`src/rtl/mem_rd_arbiter.sv`:
```
// Two-requester AXI read arbiter in front of one memory read port.
// One burst in flight at a time, round-robin on ties, sticky burst-length error flag.
module mem_rd_arbiter #(
  parameter int unsigned ADDR_W = 15,
  parameter int unsigned DATA_W = 512,
  parameter int unsigned LEN_W  = 8
) (
  input  logic              CLK,
  input  logic              ARESETN,

  input  logic [ADDR_W-1:0] S0_AXI_araddr,
  input  logic [LEN_W-1:0]  S0_AXI_arlen,
  input  logic              S0_AXI_arvalid,
  output logic              S0_AXI_arready,
  output logic [DATA_W-1:0] S0_AXI_rdata,
  output logic [1:0]        S0_AXI_rresp,
  output logic              S0_AXI_rlast,
  output logic              S0_AXI_rvalid,
  input  logic              S0_AXI_rready,

  input  logic [ADDR_W-1:0] S1_AXI_araddr,
  input  logic [LEN_W-1:0]  S1_AXI_arlen,
  input  logic              S1_AXI_arvalid,
  output logic              S1_AXI_arready,
  output logic [DATA_W-1:0] S1_AXI_rdata,
  output logic [1:0]        S1_AXI_rresp,
  output logic              S1_AXI_rlast,
  output logic              S1_AXI_rvalid,
  input  logic              S1_AXI_rready,

  output logic [ADDR_W-1:0] M_AXI_MEM_araddr,
  output logic [LEN_W-1:0]  M_AXI_MEM_arlen,
  output logic              M_AXI_MEM_arvalid,
  input  logic              M_AXI_MEM_arready,
  input  logic [DATA_W-1:0] M_AXI_MEM_rdata,
  input  logic [1:0]        M_AXI_MEM_rresp,
  input  logic              M_AXI_MEM_rlast,
  input  logic              M_AXI_MEM_rvalid,
  output logic              M_AXI_MEM_rready,

  output logic              grant_id,
  output logic              busy,
  output logic              len_err
);

  typedef enum logic [1:0] {StIdle, StAddr, StData} state_e;

  localparam logic [LEN_W:0] CntOne = {{LEN_W{1'b0}}, 1'b1};

  state_e            state_q, state_d;
  logic              last_grant_q, last_grant_d;
  logic              grant_id_q, grant_id_d;
  logic [LEN_W:0]    beat_cnt_q, beat_cnt_d;
  logic              len_err_q, len_err_d;
  logic [ADDR_W-1:0] addr_q, addr_d;
  logic [LEN_W-1:0]  len_q, len_d;

  logic           pick;
  logic           in_idle, in_data;
  logic           ar_hs, beat_hs;
  logic [LEN_W:0] len_ext;

  assign in_idle = (state_q == StIdle);
  assign in_data = (state_q == StData);
  assign len_ext = {1'b0, len_q};

  // On a tie the requester that did not own the last completed burst wins.
  assign pick = (S0_AXI_arvalid && S1_AXI_arvalid) ? ~last_grant_q : S1_AXI_arvalid;

  assign S0_AXI_arready = ARESETN && in_idle && S0_AXI_arvalid && !pick;
  assign S1_AXI_arready = ARESETN && in_idle && S1_AXI_arvalid && pick;
  assign ar_hs          = S0_AXI_arready || S1_AXI_arready;

  assign M_AXI_MEM_araddr  = addr_q;
  assign M_AXI_MEM_arlen   = len_q;
  assign M_AXI_MEM_arvalid = (state_q == StAddr);
  assign M_AXI_MEM_rready  = in_data && (grant_id_q ? S1_AXI_rready : S0_AXI_rready);

  assign S0_AXI_rvalid = in_data && !grant_id_q && M_AXI_MEM_rvalid;
  assign S1_AXI_rvalid = in_data && grant_id_q && M_AXI_MEM_rvalid;
  assign S0_AXI_rdata  = M_AXI_MEM_rdata;
  assign S1_AXI_rdata  = M_AXI_MEM_rdata;
  assign S0_AXI_rresp  = M_AXI_MEM_rresp;
  assign S1_AXI_rresp  = M_AXI_MEM_rresp;
  assign S0_AXI_rlast  = M_AXI_MEM_rlast;
  assign S1_AXI_rlast  = M_AXI_MEM_rlast;

  assign beat_hs  = in_data && M_AXI_MEM_rvalid && M_AXI_MEM_rready;
  assign grant_id = grant_id_q;
  assign busy     = !in_idle;
  assign len_err  = len_err_q;

  always_comb begin
    state_d      = state_q;
    last_grant_d = last_grant_q;
    grant_id_d   = grant_id_q;
    beat_cnt_d   = beat_cnt_q;
    len_err_d    = len_err_q;
    addr_d       = addr_q;
    len_d        = len_q;
    unique case (state_q)
      StIdle: begin
        if (ar_hs) begin
          grant_id_d = pick;
          addr_d     = pick ? S1_AXI_araddr : S0_AXI_araddr;
          len_d      = pick ? S1_AXI_arlen : S0_AXI_arlen;
          state_d    = StAddr;
        end
      end
      StAddr: begin
        if (M_AXI_MEM_arready) begin
          beat_cnt_d = '0;
          state_d    = StData;
        end
      end
      StData: begin
        if (beat_hs) begin
          if (M_AXI_MEM_rlast) begin
            if (beat_cnt_q != len_ext) len_err_d = 1'b1;
            last_grant_d = grant_id_q;
            state_d      = StIdle;
          end else begin
            // A non-last beat at or past arlen means the burst overran its length.
            if (beat_cnt_q >= len_ext) len_err_d = 1'b1;
            if (beat_cnt_q != '1) beat_cnt_d = beat_cnt_q + CntOne;
          end
        end
      end
      default: state_d = StIdle;
    endcase
  end

  always_ff @(posedge CLK) begin
    if (!ARESETN) begin
      state_q      <= StIdle;
      last_grant_q <= 1'b1;
      grant_id_q   <= 1'b0;
      beat_cnt_q   <= '0;
      len_err_q    <= 1'b0;
      addr_q       <= '0;
      len_q        <= '0;
    end else begin
      state_q      <= state_d;
      last_grant_q <= last_grant_d;
      grant_id_q   <= grant_id_d;
      beat_cnt_q   <= beat_cnt_d;
      len_err_q    <= len_err_d;
      addr_q       <= addr_d;
      len_q        <= len_d;
    end
  end

endmodule

```
`config.mk`:
```
export PLATFORM = sky130hd
export DESIGN_NAME = mem_rd_arbiter
export DESIGN_NICKNAME = d
export VERILOG_FILES = /design/src/rtl/mem_rd_arbiter.sv
export SDC_FILE = /design/constraint.sdc
export NUM_CORES = 1
export LEC_CHECK = 0
export CAP_MARGIN = 0
export CORE_AREA = 2 2 631 633
export DETAILED_ROUTE_END_ITERATION = 7
export DIE_AREA = 0 0 633 635
export SETUP_SLACK_MARGIN = 0.4
export SLEW_MARGIN = 10
export SYNTH_ARGS = -nofsm -noshare
export SYNTH_HDL_FRONTEND = slang
export SYNTH_SLANG_ARGS = --single-unit
export TNS_END_PERCENT = 50
```
`constraint.sdc`:
```
create_clock -name CLK -period 2.4 [get_ports CLK]
set_input_delay 0.48 -clock CLK [delete_from_list [all_inputs] [get_ports CLK]]
set_output_delay 0.48 -clock CLK [all_outputs]
set_load 0.05 [all_outputs]
```
After elaboration in Yosys (flattened, before gate mapping) --
Index checks and enable logic that the tools add are counted.
Cells by class: add/sub/neg operators 1, multiply operators 0, divide/modulo/power cells 0, $lt $le $gt $ge 1, eq/ne operators 11, shift-type cells 0, multiplexer cells 17, bitwise operators 1, reductions and logical operators 25
Operators with widths (number):
- $mux 9 | 4
- $pmux 9 s2 | 1
- $mux 15 | 1
- $logic_and 1x1->1 | 13
- $ne 2x1->1 const B | 5
- $add 9x1->9 const B | 1
- $ge 9x8->1 | 1
- $ne 9x8->1 | 1
- $ne 9x9->1 const B | 1
- $mux 2 | 4
- $mux 8 | 1
- $reduce_and 4->1 | 2
- $pmux 2 s3 | 1
- $mux 1 | 5
- $reduce_and 5->1 | 1
- $ne 2x2->1 const B | 2
- $reduce_bool 2->1 | 2
- $logic_not 1->1 | 3
- $reduce_and 3->1 | 1
- $eq 2x1->1 const B | 1
- $eq 2x2->1 const B | 1
- $logic_not 2->1 | 1
- $reduce_and 2->1 | 1
- $logic_or 1x1->1 | 1
- $not 1->1 | 1
Word-level totals: register bits after elaboration 37, bits in latches 0, RAM bits 0, ROM bits 0, output and inout bits 1062, word-level logic and storage cells 63, memories 0

Depth between registers and ports, before layout --
depth after elaboration 7, depth in mapped cells 10, depth with buffers taken out 9

Least setup slack after synthesis --
No wires, ideal clock.
path type input to output, start in ARESETN, end out S0_AXI_arready, data arrival time 1.677 ns, data required time 1.920 ns, slack 0.243 ns, stages 4, cells stage by stage clkbuf_1 -> clkbuf_1 -> nand3_1 -> nor2_1
Between the ends: cells in the longest elaborated chain, start to end 3
Ends and longest elaborated chain:
- start: declaration | line 9 | input logic ARESETN,
- $logic_and 1x1->1 (3 in a row) | line 70 | assign S0_AXI_arready = ARESETN && in_idle && S0_AXI_arvalid && !pick;
- end: declaration | line 14 | output logic S0_AXI_arready,
Every way passes these cells.

Worst setup path after layout --
start reg beat_cnt_q[1], end reg beat_cnt_q[3]
Between the ends: cells in the longest elaborated chain, start to end 5, elaborated cells between the ends (all ways) 8, those cells by class 1 x add/sub; 2 x eq/ne; 4 x mux; 1 x reduce/logical
Ends and longest elaborated chain:
- start: declaration | line 53 | logic [LEN_W:0] beat_cnt_q, beat_cnt_d;
- start signal: assignment | line 146 | beat_cnt_q <= beat_cnt_d;
- $add 9x1->9 | line 125 | if (beat_cnt_q != '1) beat_cnt_d = beat_cnt_q + CntOne;
- $mux 9 | line 125
- $mux 9 | line 118 | if (M_AXI_MEM_rlast) begin
- $mux 9 | line 117 | if (beat_hs) begin
- $pmux 9 s2 | line 101 | unique case (state_q)
Several ways; a longest one is shown, not always the timed one. The select of a mux whose other input is x is not followed. A chain may end at the register's enable or synchronous reset.

==> impl_metrics.tcl <==
set metrics [dict create \
    gr-total-overflow 0 \
    pwr_density_cell_mw_per_mm2 229 \
    syn-cell-area_mm2 0.00972 \
    hold_buffers 0 \
    post-route-cell-area_mm2 0.00990 \
    final_common_cell "clkdlybuf4s50_1" \
    ys_seq_area_share_pct 7.62 \
    postRouteAntennaNets 0 \
    syn2layout_area_growth_pct 1.87 \
    post-dp-hpwl_mm 341 \
    worst_pin_slew_ns 0.546 \
    fin_skew_ns 0.0162 \
    die_h_um 635 \
    wire_per_inst_um 62.6 \
    combinationalPowerShare_pct 34.2 \
    rsz0062_at_grt "true" \
    drive_gt1_share_pct 22.6 \
    cts_made_buffers 5 \
    wl_met2_mm 161 \
    yosysWarnings 0 \
    fp-row-count 231 \
    period_share_pct 91.9 \
    grt_first_pass_wirelength_mm 364 \
    post-route-min-period_ns 2.21 \
    max_freq_mhz 453 \
    grt_pass1_vias 4281 \
    slew_headroom_pct 63.5 \
    crit_slowest_cell "dfxtp_2" \
    finalWorstSetupSlack_ns 0.193 \
    yosys_register_bits 37 \
    gp_congestion 0.725 \
    wirelength_mm 350 \
    hold_violations 0 \
    syn-num-nets 1829 \
    routed.top_layer "met5" \
    clock-sinks 37 \
    hold_class "reg -> reg" \
    cp-end-kind "register" \
    core_mm2 0.395 \
    cp.arrival_ns 2.47 \
    drc_errors 0 \
    p_leak_uw 0.00161 \
    grt_start_max_net_pins 29 \
    netlist_instances 1250 \
    drt_first_iter_violations 412 \
    worstPathRequired_ns 2.66 \
    grt.total_usage_pct 16.8 \
    status "finished, final reports clean" \
    antenna_found_initial 25 \
    num_vias 5099 \
    h-tree-depth 2 \
    port_buffers 88 \
    clock_path_buffers 2 \
    wl_met3_mm 145 \
    layout_common_cells "58 x clkdlybuf4s50_1, 35 x nand2_1, 34 x dfxtp_1" \
    num-nets-final 897 \
    cts_tree "done" \
    p_int_uw 1350 \
    wl_met1_mm 32.2 \
    initial_core_util_pct 2.46 \
    vias_per_cell 0.913 \
    seq_power_share_pct 30.9 \
    clockRootBuffer "clkbuf_16" \
    final_max_slew_viol_count 0 \
    max-vdd-ir-drop_mv 0.409 \
    max-cap-violations 0 \
    start_kind "register" \
    crit_chain "ha_4 > and3_4 > and3_4 > ha_4 > o21a_1 > o31a_1 > buf_6 > or3_1 > a21oi_2" \
    max_stage_delay_ns 0.35 \
    pre_cts_slack_ns -0.807 \
    clock_power_share_pct 34.9 \
    cp_max_fo 5 \
    post_synth.cell_area_avg_um2 7.78 \
    die_x_um 633 \
    setup_viol 0 \
    path_class "reg -> reg" \
    drt_pass1_iterations 4 \
    ios 1631 \
    place_area_mm2 0.00960 \
    yosysUniqueCellTypes 37 \
    dieArea_mm2 0.402 \
    insertion_delay_ns 0.34 \
    cts.clk_slew.worst_paths_ns 0.09 \
    p_switching_uw 917 \
    p_sw_share_pct 40.4 \
]
==> critical path, delay by kind of cell (launching register included) <==
family                     cells  cell delay [ns]
AOI/OAI and AO/OA              3             0.65
adders and majority gates      2             0.30
buffers and inverters          1             0.15
DFF                            1             0.35
and+or+nand+nor                3             0.67
==> path summary, 6_finish.rpt <==
kind         slack [ns]  cells past startpoint                start                   to
min                0.51                      1  M_AXI_MEM_araddr[9]  M_AXI_MEM_araddr[9]
max                0.19                      9        beat_cnt_q[1]        beat_cnt_q[3]
min reg2reg        0.51                      1  M_AXI_MEM_araddr[9]  M_AXI_MEM_araddr[9]
max reg2reg        0.19                      9        beat_cnt_q[1]        beat_cnt_q[3]
==> power by group through the flow <==
stage               Clock [µW]  Combinational, µW  Sequential, µW
global placement             0                786             715
global route               852                820             705
CTS                        851                801             700
detailed placement           0                787             714
floorplan                    0               4850             857
finish                     792                775             701
==> synth_stat cells <==
cell type	instances	area (µm²)
nand4_1	1	6.26
and3_2	1	7.51
o21a_1	1	7.51
or3_1	2	12.5
and4bb_2	1	12.5
nand2_1	36	135
buf_6	1	11.3
nor4_1	1	6.26
a21boi_1	1	7.51
buf_2	6	30.0
a21oi_1	2	10.0
o21bai_1	1	7.51
nor2_1	12	45.0
xor2_1	2	17.5
a22oi_1	1	7.51
xnor2_1	3	26.3
nor3_1	5	25.0
nand3b_1	2	15.0
a31o_2	1	8.76
ha_1	10	125
dfxtp_1	37	741
nand3_1	4	20.0
buf_4	1030	7730
o31a_1	1	8.76
clkbuf_1	5	18.8
o211a_1	24	240
mux2i_1	25	250
a21boi_0	2	15.0
nand2b_1	1	6.26
buf_1	1	3.75
a211oi_1	2	15.0
and2_1	2	12.5
inv_1	11	41.3
nor2b_1	4	25.0
and3_1	5	31.3
and2b_2	1	8.76
o21ai_0	5	25.0
==> layer usage <==
layer / vias up / track usage (%)
met5: - / 2.26
met2: 2201 / 27.6
met1: 1659 / 4.18
li1: 997 / -
met4: 22 / 4.04
met3: 220 / 33.0
==> flip-flops by register name (all words and copies together) (netlist names) <==
| register | count |
|---|---|
| grant_id | 1 |
| len_err | 1 |
| state_q | 2 |
| M_AXI_MEM_araddr | 15 |
| M_AXI_MEM_arlen | 8 |
| beat_cnt_q | 9 |
| last_grant_q | 1 |
==> logic make-up after synthesis <==
group | count (synthesis) | share of synthesized area, %
multiplexers | 25 | 2.57
buffers and inverters | 1054 | 80.6
XOR/XNOR | 5 | 0.451
adder cells (fa/ha/maj) | 10 | 1.29
AND/OR/NAND/NOR | 78 | 3.80
flip-flops | 37 | 7.62
AO/OA/AOI/OAI | 41 | 3.63
==> per-stage QoR <==
stage	TNS, ns	total power (µW)	instances	hold slack, ns	utilization [%]
after global routing	0	2380	5584	0.523	2.51
after detailed placement	-8.22	1500	5551	0.484	2.43
final	0	2270	5585	0.506	2.51
after floorplan	0	5700	1250	0.440	-
after CTS	0	2350	5561	0.508	2.49
after global placement	-8.44	1500	5551	0.476	2.43
==> area by class of cell <==
class,instances,area [µm²]
antenna,24,60.1
clock buffer,5,125
clock inverter,3,17.5
fill,47400,385000
inverter,11,41.3
multi-input combinational,159,1250
sequential,37,749
tap,5242,6560
timing repair buffer,104,1100
==> what timing repair did <==
| item | in CTS | in global routing |
|---|---|---|
| setup endpoints to repair | 24 | 21 |
| buffers inserted | 2 | 0 |
| pin swaps | 3 | 3 |
| gates resized for setup | 16 | 8 |
No activity file was read; power rests on OpenSTA's default activity.
